$ cat config.mk
export PLATFORM = sky130hd
export DESIGN_NAME = burst_addr_aligner_flat
export DESIGN_NICKNAME = d
export VERILOG_FILES = /design/src/rtl/burst_addr_aligner_if.sv /design/src/rtl/burst_addr_aligner.sv /design/src/flat_wrapper.sv
export SDC_FILE = /design/constraint.sdc
export NUM_CORES = 1
export LEC_CHECK = 0
export CORE_MARGIN = 10
export CORE_UTILIZATION = 53
export CTS_CLUSTER_SIZE = 8
export DETAILED_ROUTE_END_ITERATION = 10
export PLACE_DENSITY = 0.86
export SLEW_MARGIN = 15
export SYNTH_ARGS = -nofsm -noshare
export SYNTH_HDL_FRONTEND = slang
export SYNTH_SLANG_ARGS = --single-unit
$ cat constraint.sdc
create_clock -name clk -period 5.35 [get_ports clk]
set_clock_uncertainty 0.2 [all_clocks]
set_input_delay 1.07 -clock clk [delete_from_list [all_inputs] [get_ports clk]]
set_output_delay 1.07 -clock clk [all_outputs]
set_load 0.05 [all_outputs]
$ cat src/rtl/burst_addr_aligner_if.sv
// Request / beat / response bundle for burst_addr_aligner.
// master = requester side, slave = the aligner itself.
interface burst_addr_aligner_if #(
  parameter int DATA_W = 32,
  parameter int ADDR_W = 32,
  parameter int LEN_W  = 8
);
  logic                  req_valid;
  logic                  req_ready;
  logic [ADDR_W-1:0]     req_addr;
  logic [2:0]            req_size;
  logic [LEN_W-1:0]      req_len;
  logic                  req_inc;

  logic                  beat_valid;
  logic                  beat_ready;
  logic [ADDR_W-1:0]     beat_addr;
  logic [DATA_W/8-1:0]   beat_wstrb;
  logic                  beat_last;

  logic                  rsp_valid;
  logic                  rsp_ready;
  logic [7:0]            rsp_status;

  modport master (
    output req_valid, req_addr, req_size, req_len, req_inc, beat_ready, rsp_ready,
    input  req_ready, beat_valid, beat_addr, beat_wstrb, beat_last, rsp_valid, rsp_status
  );

  modport slave (
    input  req_valid, req_addr, req_size, req_len, req_inc, beat_ready, rsp_ready,
    output req_ready, beat_valid, beat_addr, beat_wstrb, beat_last, rsp_valid, rsp_status
  );
endinterface

$ cat src/rtl/burst_addr_aligner.sv
// Splits a burst request into per-beat addresses and byte strobes, then reports a status.
// Optional 4 KiB page-crossing rejection: define BURST_ADDR_ALIGNER_4K_CHECK_EN.
module burst_addr_aligner #(
  parameter int DATA_W = 32,
  parameter int ADDR_W = 32,
  parameter int LEN_W  = 8
) (
  input  logic                  clk,
  input  logic                  rst,
  burst_addr_aligner_if.slave   bus
);
  localparam int STRB_W = DATA_W / 8;
  localparam int OFF_W  = $clog2(STRB_W);

  localparam logic [7:0] ST_OK       = 8'h00;
  localparam logic [7:0] ST_CMD_INV  = 8'h02;
  localparam logic [7:0] ST_ALIGN    = 8'h03;
`ifdef BURST_ADDR_ALIGNER_4K_CHECK_EN
  localparam logic [7:0] ST_BOUNDARY = 8'h04;
`endif

  typedef enum logic [1:0] {IDLE, BEAT, RESP} state_t;

  state_t              state_q, state_d;
  logic [ADDR_W-1:0]   addr_q, addr_d;
  logic [2:0]          size_q, size_d;
  logic [LEN_W-1:0]    len_q, len_d;
  logic [LEN_W-1:0]    cnt_q, cnt_d;
  logic                inc_q, inc_d;
  logic [7:0]          status_q, status_d;

  logic                size_err;
  logic                align_err;
  logic                page_err;
  logic [7:0]          chk_status;
`ifdef BURST_ADDR_ALIGNER_4K_CHECK_EN
  logic [LEN_W:0]      req_beats;
  logic [ADDR_W-1:0]   req_end;
`endif

  // Request validation, evaluated combinationally on the request fields in IDLE.
  always_comb begin
    size_err  = bus.req_size > 3'(OFF_W);
    align_err = (bus.req_addr & ((ADDR_W'(1) << bus.req_size) - ADDR_W'(1))) != '0;
`ifdef BURST_ADDR_ALIGNER_4K_CHECK_EN
    req_beats = {1'b0, bus.req_len} + {{LEN_W{1'b0}}, 1'b1};
    req_end   = bus.req_addr + (ADDR_W'(req_beats) << bus.req_size) - ADDR_W'(1);
    page_err  = bus.req_inc && (bus.req_addr[ADDR_W-1:12] != req_end[ADDR_W-1:12]);
`else
    page_err  = 1'b0;
`endif
    if (size_err)
      chk_status = ST_CMD_INV;
    else if (align_err)
      chk_status = ST_ALIGN;
`ifdef BURST_ADDR_ALIGNER_4K_CHECK_EN
    else if (page_err)
      chk_status = ST_BOUNDARY;
`endif
    else
      chk_status = ST_OK;
  end

  always_ff @(posedge clk) begin
    if (rst) begin
      state_q  <= IDLE;
      addr_q   <= '0;
      size_q   <= '0;
      len_q    <= '0;
      cnt_q    <= '0;
      inc_q    <= 1'b0;
      status_q <= '0;
    end else begin
      state_q  <= state_d;
      addr_q   <= addr_d;
      size_q   <= size_d;
      len_q    <= len_d;
      cnt_q    <= cnt_d;
      inc_q    <= inc_d;
      status_q <= status_d;
    end
  end

  always_comb begin
    state_d  = state_q;
    addr_d   = addr_q;
    size_d   = size_q;
    len_d    = len_q;
    cnt_d    = cnt_q;
    inc_d    = inc_q;
    status_d = status_q;
    case (state_q)
      IDLE: begin
        if (bus.req_valid) begin
          addr_d   = bus.req_addr;
          size_d   = bus.req_size;
          len_d    = bus.req_len;
          inc_d    = bus.req_inc;
          cnt_d    = '0;
          status_d = chk_status;
          state_d  = (chk_status == ST_OK) ? BEAT : RESP;
        end
      end
      BEAT: begin
        if (bus.beat_ready) begin
          cnt_d = cnt_q + LEN_W'(1);
          if (inc_q)
            addr_d = addr_q + (ADDR_W'(1) << size_q);
          if (cnt_q == len_q)
            state_d = RESP;
        end
      end
      RESP: begin
        if (bus.rsp_ready)
          state_d = IDLE;
      end
      default: state_d = IDLE;
    endcase
  end

  always_comb begin
    bus.req_ready  = (state_q == IDLE);
    bus.beat_valid = (state_q == BEAT);
    bus.beat_last  = (state_q == BEAT) && (cnt_q == len_q);
    bus.beat_addr  = addr_q;
    bus.rsp_valid  = (state_q == RESP);
    bus.rsp_status = status_q;
  end

  // Each lane is enabled when it falls in [offset, offset + bytes_per_beat).
  logic [7:0]        off_ext;
  logic [7:0]        end_ext;
  logic [STRB_W-1:0] strb;

  assign off_ext = 8'(addr_q[OFF_W-1:0]);
  assign end_ext = off_ext + (8'd1 << size_q);

  genvar gi;
  generate
    for (gi = 0; gi < STRB_W; gi++) begin : g_strb
      assign strb[gi] = (state_q == BEAT) && (8'(gi) >= off_ext) && (8'(gi) < end_ext);
    end
  endgenerate

  assign bus.beat_wstrb = strb;
endmodule

$ cat src/flat_wrapper.sv
// flat-port wrapper written by rule: the top's interface ports become plain ports
module burst_addr_aligner_flat 
#(
  parameter int DATA_W = 32,
  parameter int ADDR_W = 32,
  parameter int LEN_W  = 8
)
  (clk, rst, bus_req_valid, bus_req_addr, bus_req_size, bus_req_len, bus_req_inc, bus_beat_ready, bus_rsp_ready, bus_req_ready, bus_beat_valid, bus_beat_addr, bus_beat_wstrb, bus_beat_last, bus_rsp_valid, bus_rsp_status);
  burst_addr_aligner_if #(.DATA_W(DATA_W), .ADDR_W(ADDR_W), .LEN_W(LEN_W)) bus_i ();
  input  logic clk;
  input  logic rst;
  input wire logic [$bits(bus_i.req_valid)-1:0] bus_req_valid;
  input wire logic [$bits(bus_i.req_addr)-1:0] bus_req_addr;
  input wire logic [$bits(bus_i.req_size)-1:0] bus_req_size;
  input wire logic [$bits(bus_i.req_len)-1:0] bus_req_len;
  input wire logic [$bits(bus_i.req_inc)-1:0] bus_req_inc;
  input wire logic [$bits(bus_i.beat_ready)-1:0] bus_beat_ready;
  input wire logic [$bits(bus_i.rsp_ready)-1:0] bus_rsp_ready;
  output wire logic [$bits(bus_i.req_ready)-1:0] bus_req_ready;
  output wire logic [$bits(bus_i.beat_valid)-1:0] bus_beat_valid;
  output wire logic [$bits(bus_i.beat_addr)-1:0] bus_beat_addr;
  output wire logic [$bits(bus_i.beat_wstrb)-1:0] bus_beat_wstrb;
  output wire logic [$bits(bus_i.beat_last)-1:0] bus_beat_last;
  output wire logic [$bits(bus_i.rsp_valid)-1:0] bus_rsp_valid;
  output wire logic [$bits(bus_i.rsp_status)-1:0] bus_rsp_status;
  assign bus_i.req_valid = bus_req_valid;
  assign bus_i.req_addr = bus_req_addr;
  assign bus_i.req_size = bus_req_size;
  assign bus_i.req_len = bus_req_len;
  assign bus_i.req_inc = bus_req_inc;
  assign bus_i.beat_ready = bus_beat_ready;
  assign bus_i.rsp_ready = bus_rsp_ready;
  assign bus_req_ready = bus_i.req_ready;
  assign bus_beat_valid = bus_i.beat_valid;
  assign bus_beat_addr = bus_i.beat_addr;
  assign bus_beat_wstrb = bus_i.beat_wstrb;
  assign bus_beat_last = bus_i.beat_last;
  assign bus_rsp_valid = bus_i.rsp_valid;
  assign bus_rsp_status = bus_i.rsp_status;
  burst_addr_aligner #(.DATA_W(DATA_W), .ADDR_W(ADDR_W), .LEN_W(LEN_W)) u_core (.clk(clk), .rst(rst), .bus(bus_i));
endmodule
==> metrics.md, run 1 <==
| Metric | Value |
|---|---|
| Multi-input gate area | `2300 sq um` |
| Sequential area share after synthesis | `0.309` |
| Total power | `roughly 1.1 mW` |
| Area leader, netlist | `dfxtp_1` |
| Pre-CTS WS | `1.14 ns` |
| Clk pwr share | `0.225` |
| Hold_ws | `about 0.28 ns` |
| Mean routed wirelength per cell | `between 15 and 20 um` |
| # diodes | `0` |
| Cell Pwr Density | `242 nW/um^2` |
| Post-synth ARST share | `0` |
| Total grt overflow | `0` |
| DR vias/cell | `6.40` |
| Vias in the first global route | `3872` |
| Slowest-stage cell, CP | `clkdlybuf4s50_1` |
| Die W | `103 um` |
| Period utilization | `0.857` |
| Core Region | `6720 sq um` |
| Max-cap viol count | `0` |
| Hold Buf Count CTS | `0` |
| Num CTS Buffers | `5` |
| Area post-placement | `~4500 sq um` |
| CTS tree | `done` |
| Setup-failing EPs final | `0` |
| Setup bufs post-CTS | `0` |
| Clk slew on worst S/H paths | `0.11 ns` |
| Critical-path cell list | `nor3_1 -> ha_1 -> inv_1 -> fa_1 -> or3_1 -> a21oi_1 -> and3b_1 -> nor4_1 -> clkdlybuf4s50_1` |
| Combinational share of power | `0.332` |
| First-pass GRT wire length | `18500 um` |
| RSZ-0062 raised after global routing | `no` |
| Worst Setup Start Kind | `flop` |
| Initial Utilization | `0.539` |
| Area grow syn2layout | `26.6%` |
| Syn Inst Count | `477` |
| Vias | `4015` |
| Ports | `97` |
| Worst EP arrival | `3.31 ns` |
| Post-CTS sizing | `0` |
| Slew Viols, Final | `0` |
| Area contributors post-synth | `dfxtp_1, nand2_1, a21oi_1, nor2_1, a31oi_1` |
| Warnings from Yosys | `0` |
| # fillers | `577` |
| DPL Wire Length | `8250 um` |
| Netlist Area Pre-Place | `3620 sq um` |
| Sw Ratio | `0.386` |
| Die H | `103 um` |
| Largest stage delay, worst path | `0.72 ns` |
| Worst Setup End Kind | `primary output` |
| Main synth FF type | `dfxtp_1` |
| Initial antenna violation count | `0` |
| Drt initial violations | `between 200 and 250` |
| Peak supply drop | `0.000149 V` |
| DRC Markers | `0` |
| Standard-cell rows | `30` |
| Slew margin rel. | `0.281` |
| Switching power | `0.430 mW` |
| Final setup TNS | `0 ns` |
| Full die area | `10500 sq um` |
| LEAKAGE | `1.69 nW` |
| Max frequency | `0.218 GHz` |
| Crit path kind | `flop to primary output` |
| Final Hold Viols | `0` |
| Most frequent cell after synthesis | `nand2_1` |
| Internal power | `just under 0.7 mW` |
| # clock sinks | `56` |
| Mean Syn Cell Area | `7.60 sq um` |
| CP Buf/Inv Count | `2` |
| Final Net Count | `606` |
| Layout cells sized above 1 | `0.0384` |
| Post-synth EDFFs | `0` |
| Router iterations before antenna repair | `5` |
| Reg power frac | `0.443` |
| Min Tclk post-route | `between 4 and 5 ns` |
| Worst path required time | `4.08 ns` |
| Top cell type's share of synthesized area | `0.309` |
| CP Max Fanout | `8` |
| Post-route cell area | `4590 sq um` |
| Register bit total from synthesis | `56` |
| CTS Root Cell | `clkbuf_8` |
| Final GP Congestion | `~0.85` |
| PortBufs | `90` |
| Longest Clk Path Bufs | `2` |
| Worst setup margin | `0.766 ns` |
| Worst-margin pin slew | `approximately 1.1 ns` |
| Hold WC Path Type | `flop to flop` |
| Storage cell area | `1120 sq um` |
| Routed Antenna Nets | `0` |
| WL final | `11500 um` |
| Crit-path leading delay family | `simple AND/OR/NAND/NOR gates` |
| Outcome | `finished, final reports clean` |
| Count of unique library cells instantiated by Yosys | `61` |
| H-tree Lvls | `2` |
| Tot GR Track Use | `0.217` |
| Worst-Skew Late Latency | `between 0.3 and 0.4 ns` |
| Top cells by instance count after synthesis | `nand2_1, dfxtp_1, nor2_1` |
| Pin count of the biggest net entering global routing | `47` |
## routing by layer
metal	routed length, um	GRT usage	part of all wire
met1	4650	0.266	0.40
met2	5430	0.357	0.47
met3	1270	0.0650	0.11
met4	168	0.0662	0.015
met5	0	0	0
## tightest hold or removal path, cell delays in order (launching register included)
cell and delay, ns:
dfxtp_1 0.34, nand2_1 0.06, a21oi_1 0.05
## state kept, by name (all words and copies together), names as in the netlist
| signal | flops |
|---|---|
| u_core.bus.beat_addr | 32 |
| u_core.cnt_q | 8 |
| u_core.len_q | 8 |
| u_core.size_q | 3 |
| u_core.bus.rsp_status | 2 |
| u_core.state_q | 2 |
| u_core.inc_q | 1 |
## per-stage QoR
step                       util  std cells
after floorplan               -        482
after global placement    0.669        619
after detailed placement  0.669        619
after CTS                 0.683        627
after global routing      0.683        627
final                     0.683        627
## cell type report
| type | instances | area share |
|---|---|---|
| Tap cell | 80 | 0.0218 |
| Clock buffer | 5 | 0.0150 |
| Multi-Input combinational cell | 378 | 0.502 |
| Timing Repair Buffer | 93 | 0.201 |
| Clock inverter | 3 | 0.00573 |
| Sequential cell | 56 | 0.244 |
| Inverter | 12 | 0.00981 |
## cells by family (layout without fill, tap and decap cells)
group | after synthesis | count (layout) | synth area share
AO/OA/AOI/OAI | 139 | 139 | 0.257
XOR/XNOR | 17 | 17 | 0.0411
adder cells (fa/ha/maj) | 11 | 11 | 0.0400
buffers and inverters | 48 | 113 | 0.0618
flip-flops | 56 | 56 | 0.309
multiplexers | 2 | 2 | 0.00587
other | 1 | 6 | 0.00103
AND/OR/NAND/NOR | 203 | 203 | 0.284
## cells in the final DEF (no fill, tap or decap), drive strengths merged, types with 3 or more instances in the layout
cell	synthesis	layout
nand4	11	11
a221oi	3	3
o21ai	17	17
dfxtp	56	56
a311oi	3	3
conb	1	6
xnor2	4	4
nor3	11	11
and4	4	4
a22oi	3	3
or4	14	14
and2	3	3
nand3	18	18
and3	13	13
a211oi	11	11
buf	15	3
inv	12	13
nand2	63	63
nor4	7	7
nor2b	5	5
o21a	4	4
o31ai	4	4
xor2	13	13
nor2	39	39
o311ai	7	7
o211ai	12	12
nand2b	6	6
clkdlybuf4s50	0	90
a31oi	23	23
clkbuf	21	5
o31a	3	3
ha	10	10
a21oi	33	33
## worst paths after layout
path,start,endpoint,slack (ns),depth (start not counted)
min,u_core.len_q[4]$_SDFFE_PP0P_,u_core.len_q[4]$_SDFFE_PP0P_,0.28,2
max reg2reg,u_core.size_q[1]$_SDFFE_PP0P_,u_core.bus.beat_addr[18]$_SDFFE_PP0P_,2.06,9
min reg2reg,u_core.len_q[4]$_SDFFE_PP0P_,u_core.len_q[4]$_SDFFE_PP0P_,0.28,2
max,u_core.size_q[1]$_SDFFE_PP0P_,bus_beat_wstrb[0],0.77,9
## power by group through the flow
stage,combinational [mW],clock [mW],sequential (mW)
after floorplan,0.167,0,0.570
after global placement,0.359,0,0.499
after detailed placement,0.367,0,0.500
after CTS,0.369,0.255,0.491
after global routing,0.396,0.270,0.498
final,0.369,0.251,0.493
No activity file was read; power rests on OpenSTA's default activity.
==> inputs of run 2 (changes only) <==
GPL_ROUTABILITY_DRIVEN = 0   (was default)
==> results of run 2 <==
Final layout, timing and power as in run 1 (identical DEF).
==> inputs of run 3 (changes only) <==
SKIP_CTS_REPAIR_TIMING = 1   (was default)
==> results of run 3 <==
Final layout, timing and power as in run 1 (identical DEF).
